<file path="config.mk">
export PLATFORM = sky130hd
export DESIGN_NAME = riscv_lsu
export DESIGN_NICKNAME = d
export VERILOG_FILES = /design/src/rtl/riscv_pkg.sv /design/src/rtl/lsu_rd_extend.sv /design/src/rtl/riscv_lsu.sv
export SDC_FILE = /design/constraint.sdc
export NUM_CORES = 1
export LEC_CHECK = 0
export ABC_AREA = 0
export CAP_MARGIN = 40
export CORE_MARGIN = 3
export CORE_UTILIZATION = 35
export DETAILED_ROUTE_END_ITERATION = 10
export PLACE_DENSITY = 0.88
export SLEW_MARGIN = 25
export SYNTH_ARGS = -nofsm -noshare
export SYNTH_HDL_FRONTEND = slang
export SYNTH_SLANG_ARGS = --single-unit
</file>
<file path="constraint.sdc">
create_clock -name clk_i -period 4 [get_ports clk_i]
set_input_delay 0.8 -clock clk_i [delete_from_list [all_inputs] [get_ports clk_i]]
set_output_delay 0.8 -clock clk_i [all_outputs]
set_load 0.01 [all_outputs]
</file>
<file path="src/rtl/riscv_pkg.sv">
// riscv_pkg: load/store size encodings and LSU state type
package riscv_pkg;
    localparam logic [2:0] LDST_B  = 3'd0;
    localparam logic [2:0] LDST_H  = 3'd1;
    localparam logic [2:0] LDST_W  = 3'd2;
    localparam logic [2:0] LDST_BU = 3'd4;
    localparam logic [2:0] LDST_HU = 3'd5;
    typedef enum logic {LSU_IDLE, LSU_BUSY} lsu_state_t;
endpackage

</file>
<file path="src/rtl/lsu_rd_extend.sv">
// lsu_rd_extend: picks the addressed byte/half of a read word and sign/zero-extends it
module lsu_rd_extend
    import riscv_pkg::*;
(
    input  logic [2:0]  size_i,
    input  logic [1:0]  offset_i,
    input  logic [31:0] word_i,
    output logic [31:0] rd_o
);
    logic [7:0]  byte_sel;
    logic [15:0] half_sel;
    always_comb begin
        byte_sel = word_i[{offset_i, 3'b000} +: 8];
        half_sel = offset_i[1] ? word_i[31:16] : word_i[15:0];
        rd_o = size_i == LDST_B  ? {{24{byte_sel[7]}}, byte_sel} :
               size_i == LDST_BU ? {24'b0, byte_sel} :
               size_i == LDST_H  ? {{16{half_sel[15]}}, half_sel} :
               size_i == LDST_HU ? {16'b0, half_sel} : word_i;
    end
endmodule

</file>
<file path="src/rtl/riscv_lsu.sv">
// riscv_lsu: core-to-data_mem load/store unit with alignment checks and response timeout
module riscv_lsu
    import riscv_pkg::*;
#(
    parameter int unsigned TIMEOUT_CYCLES = 16
) (
    input  logic        clk_i,
    input  logic        rst_ni,
    input  logic        core_req_i,
    input  logic        core_we_i,
    input  logic [2:0]  core_size_i,
    input  logic [31:0] core_addr_i,
    input  logic [31:0] core_wd_i,
    output logic [31:0] core_rd_o,
    output logic        core_stall_o,
    output logic        lsu_err_o,
    output logic        mem_req_o,
    output logic        mem_we_o,
    output logic [3:0]  mem_be_o,
    output logic [31:0] mem_addr_o,
    output logic [31:0] mem_wd_o,
    input  logic [31:0] mem_rd_i,
    input  logic        mem_ready_i
);
    localparam int CW = TIMEOUT_CYCLES > 1 ? $clog2(TIMEOUT_CYCLES + 1) : 1;
    localparam logic [CW-1:0] TO = CW'(TIMEOUT_CYCLES);

    lsu_state_t state_q, state_d;
    logic [2:0]    size_q, size_d;
    logic [1:0]    off_q, off_d;
    logic [CW-1:0] cnt_q, cnt_d;
    logic          legal, is_half;
    logic [3:0]    be;
    logic [31:0]   ext_rd;

    lsu_rd_extend u_ext (
        .size_i  (size_q),
        .offset_i(off_q),
        .word_i  (mem_rd_i),
        .rd_o    (ext_rd)
    );

    always_ff @(posedge clk_i or negedge rst_ni) begin
        if (!rst_ni) begin
            state_q <= LSU_IDLE;
            size_q  <= '0;
            off_q   <= '0;
            cnt_q   <= '0;
        end else begin
            state_q <= state_d;
            size_q  <= size_d;
            off_q   <= off_d;
            cnt_q   <= cnt_d;
        end
    end

    always_comb begin
        is_half = core_size_i == LDST_H || core_size_i == LDST_HU;
        legal = core_size_i == LDST_B || core_size_i == LDST_BU ||
                (is_half && !core_addr_i[0]) ||
                (core_size_i == LDST_W && core_addr_i[1:0] == 2'b00);
        be = core_size_i == LDST_W ? 4'b1111 :
             is_half ? 4'b0011 << {core_addr_i[1], 1'b0} : 4'b0001 << core_addr_i[1:0];
        state_d      = state_q;
        size_d       = size_q;
        off_d        = off_q;
        cnt_d        = cnt_q;
        core_rd_o    = '0;
        core_stall_o = 1'b0;
        lsu_err_o    = 1'b0;
        mem_req_o    = 1'b0;
        mem_we_o     = 1'b0;
        mem_be_o     = '0;
        mem_addr_o   = '0;
        mem_wd_o     = '0;
        if (state_q == LSU_IDLE) begin
            if (core_req_i && legal) begin
                mem_req_o    = 1'b1;
                mem_we_o     = core_we_i;
                mem_be_o     = be;
                mem_addr_o   = {core_addr_i[31:2], 2'b00};
                mem_wd_o     = core_size_i == LDST_W ? core_wd_i :
                               is_half ? {2{core_wd_i[15:0]}} : {4{core_wd_i[7:0]}};
                core_stall_o = 1'b1;
                size_d       = core_size_i;
                off_d        = core_addr_i[1:0];
                cnt_d        = '0;
                state_d      = LSU_BUSY;
            end else if (core_req_i) begin
                lsu_err_o = 1'b1;
            end
        end else if (mem_ready_i) begin
            core_rd_o = ext_rd;
            cnt_d     = '0;
            state_d   = LSU_IDLE;
        end else if (TIMEOUT_CYCLES != 0 && cnt_q == TO) begin
            lsu_err_o = 1'b1;
            cnt_d     = '0;
            state_d   = LSU_IDLE;
        end else begin
            core_stall_o = 1'b1;
            cnt_d        = cnt_q + CW'(1);
        end
    end
endmodule

</file>
==> results.cfg, run 1 <==
[grt]
antenna_found_initial = 0
grt_pass1_wl_um = 16400
track_usage = 0.262
grt_pass1_vias = 3435
grt_max_degree = 32
grt_overflow = 0

[layout]
synthToLayoutAreaGrowth_pct = 91.1
n_antenna_cell = 0
finish.utilization = 0.705
final_nets = 652
fin_area_um2 = 4550
drive_gt1_frac = 0.0679

[floorplanning]
die_h_um = 88.5
num_rows = 29
io_pins = 208
core_um2 = 6460
die_w_um = 88.5
die-area_um2 = 7840
initial_core_util = 0.369

[pwr]
p_sw_uw = 422
power_leakage_nw = 1.66
internal_power_uw = 590
p_per_area_nw_per_um2 = 222
ir_drop_mv = 0.102
p_sw_frac = 0.417
p_comb_frac = 0.701
clkPwrFrac = 0.109
p_total_mw = 1.01
seqPwrFrac = 0.190

[worst_setup_path]
start_kind = input pin
end_kind = output port
cp_data_arrival_time_ps = 3080
reg2reg_slack_ps = 2410
required_ps = 3200
critPathKind = input pin to output port
critPathMaxFanout = 10

[timing]
fmax_mhz = 258
finalSetupViolCount = 0
skew_ps = 5.68
setup_tns_ps = 0
min_period_ps = 3880
maxSlewViolCount = 0
relSlewSlack = 0.561
fin_crit_sh = 0.969
rsz0062_at_grt = no
worst_slew_pin_slew_ps = 658
finalHoldViolations = 0

[clock_network]
cts_tree = done
clock-root-buffer = clkbuf_8
cts_max_path_buffers = 2
clock-sinks = 11
hold_buffers = 0
cts_buffers = 3
clock_insertion_delay_worst_skew_ps = 240
cts_setup_buffers = 0
cts_resized = 0
path_clk_slew_ps = 50
htree_levels = 1

[place]
port_buffers = 205
gp_congestion = 0.888
place_area_um2 = 4500
place_hpwl_um = 9060

[yosys]
netlist_area_um2 = 2380
ys_seq_area_frac = 0.115
synth-seq-cells = 11
async_reset_ff_frac = 1.00
yosysTopAreaCell = dfrtp_1
avgSynthCellArea_um2 = 6.73
synth.area.top_cells = dfrtp_1 (12%), and2_1 (11%), o21ai_0 (9.2%), mux4_2 (7.6%), nor2_1 (5.4%)
yosysTopAreaCellShare = 0.115
netlist_instances = 354
synth_edf_count = 0
ys_types = 52
yosysWarnings = 0
ys.flop_type = dfrtp_1

[drt]
vias_per_cell = 5.70
firstDrtPassIters = 5
drc = 0
wl_um = 10900
drt-initial-drc-count = 235
route.antenna.remaining_nets = 0
vias = 3545
post_drt_wl_per_cell_um = 17.6

[run]
max-cap-violations = 0

[outcome]
status = finished, final reports clean

[min_path]
hold_path.class = flop to flop
-- area by class of cell --
| cell class | instances | area, µm² |
|---|---|---|
| Inverter | 14 | 52.6 |
| Multi-Input combinational cell | 294 | 1890 |
| Clock buffer | 4 | 45.0 |
| Fill cell | 537 | 1900 |
| Tap cell | 77 | 96.3 |
| Timing Repair Buffer | 222 | 2190 |
| Sequential cell | 11 | 275 |
-- flip-flops by register name (all words and copies together), names as in the netlist --
name / flops
cnt_q: 5
off_q: 2
size_q: 3
state_q: 1
-- synth_stat cells, types with 3 or more instances --
cell       count
mux2_4         4
nor3_1        21
o22ai_1        8
o21ai_0       44
clkbuf_2       3
nor2b_1       14
nor3b_1        6
a2111oi_0      3
nor4b_1        5
a21oi_1       13
buf_2          4
clkbuf_1      23
a211oi_1       7
nand4_1        3
a31oi_1        3
nor2_1        34
mux4_2         8
nand2_1       22
nand3_1        3
nand2b_1       6
a221oi_1       9
o21bai_1       8
inv_1         13
and2_1        41
dfrtp_1       11
nand3b_1       3
o211ai_1       3
-- cell usage in the layout, fill, tap and decap left out, types with 3 or more instances in the layout --
cell             netlist  layout
o22ai_1                8       8
mux2_4                 4       4
buf_4                  2      15
nand3b_1               3       3
a31oi_1                3       3
mux4_2                 8       8
dfrtp_1               11      11
a2111oi_0              3       3
o21bai_1               8       8
a21oi_1               13      13
and2_1                41      41
nand2b_1               6       6
inv_1                 13      13
a211oi_1               7       7
nand4_1                3       3
nor2b_1               14      14
nand2_1               22      22
nor3b_1                6       6
clkdlybuf4s50_1        0     205
a221oi_1               9       9
o21ai_0               44      44
nor2_1                34      34
nor3_1                21      21
nor4b_1                5       5
nand3_1                3       3
o211ai_1               3       3
clkbuf_8               0       3
-- path summary, 6_finish.rpt --
path	start	end	depth (start not counted)
hold / removal	state_q$_DFF_PN0_	cnt_q[1]$_DFFE_PN0P_	1
max in group asynchronous	rst_ni	size_q[0]$_DFFE_PN0P_	1
hold reg to reg	state_q$_DFF_PN0_	cnt_q[1]$_DFFE_PN0P_	1
setup reg to reg	state_q$_DFF_PN0_	off_q[0]$_DFFE_PN0P_	4
min in group asynchronous	rst_ni	cnt_q[2]$_DFFE_PN0P_	1
setup / recovery	core_size_i[0]	mem_wd_o[29]	6
-- cell families after synthesis --
group,share of synthesized area
xor gates and xnor gates,0.00368
other,0.00157
and+or+nand+nor,0.378
adders and majority gates,0.0105
AOI/OAI and AO/OA,0.289
buffers and inverters,0.0919
DFF,0.115
muxes,0.110
-- layer usage --
metal / vias to the layer above / wire, µm / global-route usage
met4: 0 / 373 / 0.106
met1: 1641 / 3800 / 0.293
met3: 32 / 1060 / 0.0559
met5: - / 0 / 0
li1: 1662 / - / -
met2: 210 / 5710 / 0.479
-- stage by stage --
step	cells	hold WS (ps)	worst slack, ps
detailed placement	617	584	108
CTS	621	594	94.3
finish	622	599	124
global route	622	628	8.92
global placement	617	577	144
floorplan	355	504	1050
-- worst max-delay path, cell delays in order --
cell,delay [ps]
clkdlybuf4s50_1,420
or4_1,560
a21o_1,230
buf_4,180
nor3_1,280
clkdlybuf4s50_1,600
-- power groups by stage --
stage          sequential (mW)  combinational (mW)  clock (mW)
6_report                 0.192               0.709       0.110
5_1_grt                  0.198               0.766       0.117
4_1_cts                  0.191               0.700       0.112
2_1_floorplan            0.145               0.409           0
3_3_place_gp             0.189               0.678           0
3_5_place_dp             0.193               0.696           0
Note: power is estimated with default switching activity, not from simulation.
==> inputs of run 2 (changes only) <==
--- a/config.mk
+++ b/config.mk
@@ -9,9 +9,9 @@
 export CAP_MARGIN = 40
 export CORE_MARGIN = 3
 export CORE_UTILIZATION = 35
+export CTS_CLUSTER_SIZE = 16
 export DETAILED_ROUTE_END_ITERATION = 10
 export PLACE_DENSITY = 0.88
-export SLEW_MARGIN = 25
 export SYNTH_ARGS = -nofsm -noshare
 export SYNTH_HDL_FRONTEND = slang
 export SYNTH_SLANG_ARGS = --single-unit
==> run 2 against run 1 <==
Compared with the run above: flip-flop and latch count unchanged; clock-buffer cell count unchanged; sequential power about the same; global-route usage unchanged; critical path depth unchanged; register-to-register slack about the same; utilization unchanged; clock skew about the same; via count down 0.62%; die area unchanged.
==> results.cfg, run 2 (synthesis gave the netlist of run 1 again) <==
[floorplanning]
io_pins = 208
die-area_um2 = 7840
die_w_um = 88.5
initial_core_util = 0.369
core_um2 = 6460
num_rows = 29
die_h_um = 88.5

[timing]
setup_tns_ps = 0
finalSetupViolCount = 0
finalHoldViolations = 0
holdWs_ps = 599
fmax_mhz = 258
skew_ps = 5.68
rsz0062_at_grt = no
maxSlewViolCount = 0
relSlewSlack = 0.555
fin_crit_sh = 0.969
worst_slew_pin_slew_ps = 668
min_period_ps = 3880

[clock_network]
cts_max_path_buffers = 2
cts_tree = done
htree_levels = 1
hold_buffers = 0
cts_buffers = 3
cts_setup_buffers = 0
clock-sinks = 11
path_clk_slew_ps = 50
clock_insertion_delay_worst_skew_ps = 240
clock-root-buffer = clkbuf_8
cts_resized = 0

[layout]
instances_no_fill = 622
drive_gt1_frac = 0.0679
final_common_cell = clkdlybuf4s50_1
largestRegisters = cnt_q x5, size_q x3, off_q x2
synthToLayoutAreaGrowth_pct = 91.1
fin_area_um2 = 4550
top_register = cnt_q
fillers = 538
finish.utilization = 0.705
largest_reg_flops = 5
final_nets = 652
layout_common_cells = clkdlybuf4s50_1 (205), o21ai_0 (44), and2_1 (41)
n_antenna_cell = 0

[worst_setup_path]
reg2reg_slack_ps = 2410
rr_startpoint = state_q$_DFF_PN0_
cp_data_arrival_time_ps = 3080
end_kind = output port
critPathKind = input pin to output port
critPathMaxFanout = 10
required_ps = 3200
start_kind = input pin
reg2reg_depth = 4
worst_r2r_endpoint = off_q[0]$_DFFE_PN0P_

[drt]
wl_um = 11000
drc = 0
vias_per_cell = 5.66
route.antenna.remaining_nets = 0
post_drt_wl_per_cell_um = 17.6
drt-initial-drc-count = 223
firstDrtPassIters = 5
vias = 3523

[grt]
grt_pass1_vias = 3435
grt_overflow = 0
antenna_found_initial = 0
grt_pass1_wl_um = 16400
track_usage = 0.262
grt_max_degree = 32

[min_path]
min_path_cells = 1
worstHoldStart = state_q$_DFF_PN0_
holdPathEnd = cnt_q[1]$_DFFE_PN0P_
hold_path.class = flop to flop

[place]
port_buffers = 205
gp_congestion = 0.888
place_area_um2 = 4500
placed_cells = 617
place_hpwl_um = 9060

[pwr]
ir_drop_mv = 0.104
p_per_area_nw_per_um2 = 222
power_leakage_nw = 1.66

[run]
max-cap-violations = 0

[outcome]
status = finished, final reports clean
[run 2: cell count changes in the layout (fill, tap and decap cells not counted), sizes merged]
cell	change
buf	+1
clkbuf	-1
[run 2: how the worst max path moves through the flow]
stage / depth (start not counted) / startpoint / slack [ps] / endpoint
finish: 6 / core_size_i[0] / 120 / mem_wd_o[29]
global route: 5 / mem_ready_i / 9 / core_rd_o[16]
CTS: 6 / core_size_i[0] / 90 / mem_wd_o[29]
detailed placement: 6 / core_size_i[0] / 110 / mem_wd_o[13]
global placement: 6 / core_size_i[0] / 140 / mem_wd_o[13]
floorplan: 5 / core_size_i[0] / 1050 / mem_wd_o[13]
[run 2: cell type report]
| class | count | area (µm²) | area share |
|---|---|---|---|
| timing repair buffer | 222 | 2190 | 0.481 |
| multi-input combinational | 294 | 1890 | 0.416 |
| clock buffer | 4 | 45.0 | 0.00989 |
| sequential | 11 | 275 | 0.0604 |
| inverter | 14 | 52.6 | 0.0115 |
| tap | 77 | 96.3 | 0.0212 |
[run 2: stage by stage]
stage | power (mW) | setup slack [ps]
3_5_place_dp | 0.889 | 108
6_report | 1.01 | 124
3_3_place_gp | 0.867 | 144
2_1_floorplan | 0.553 | 1050
5_1_grt | 1.08 | 9.09
4_1_cts | 1.00 | 94.3
[run 2: power by group]
group          switching, mW  total [mW]  internal, mW
Clock                 0.0424       0.112        0.0700
Sequential            0.0620       0.192         0.130
Combinational          0.318       0.708         0.390
[run 2: per-layer routing]
layer / track usage / vias up / routed length [µm]
met4: 0.106 / 0 / 403
met5: 0 / - / 0
li1: - / 1663 / -
met2: 0.479 / 203 / 5740
met1: 0.293 / 1621 / 3850
met3: 0.0559 / 36 / 974
[run 2: worst max-delay path, cell delays in order]
cell             delay [ps]
clkdlybuf4s50_1         420
or4_1                   560
a21o_1                  230
buf_4                   180
nor3_1                  280
clkdlybuf4s50_1         600
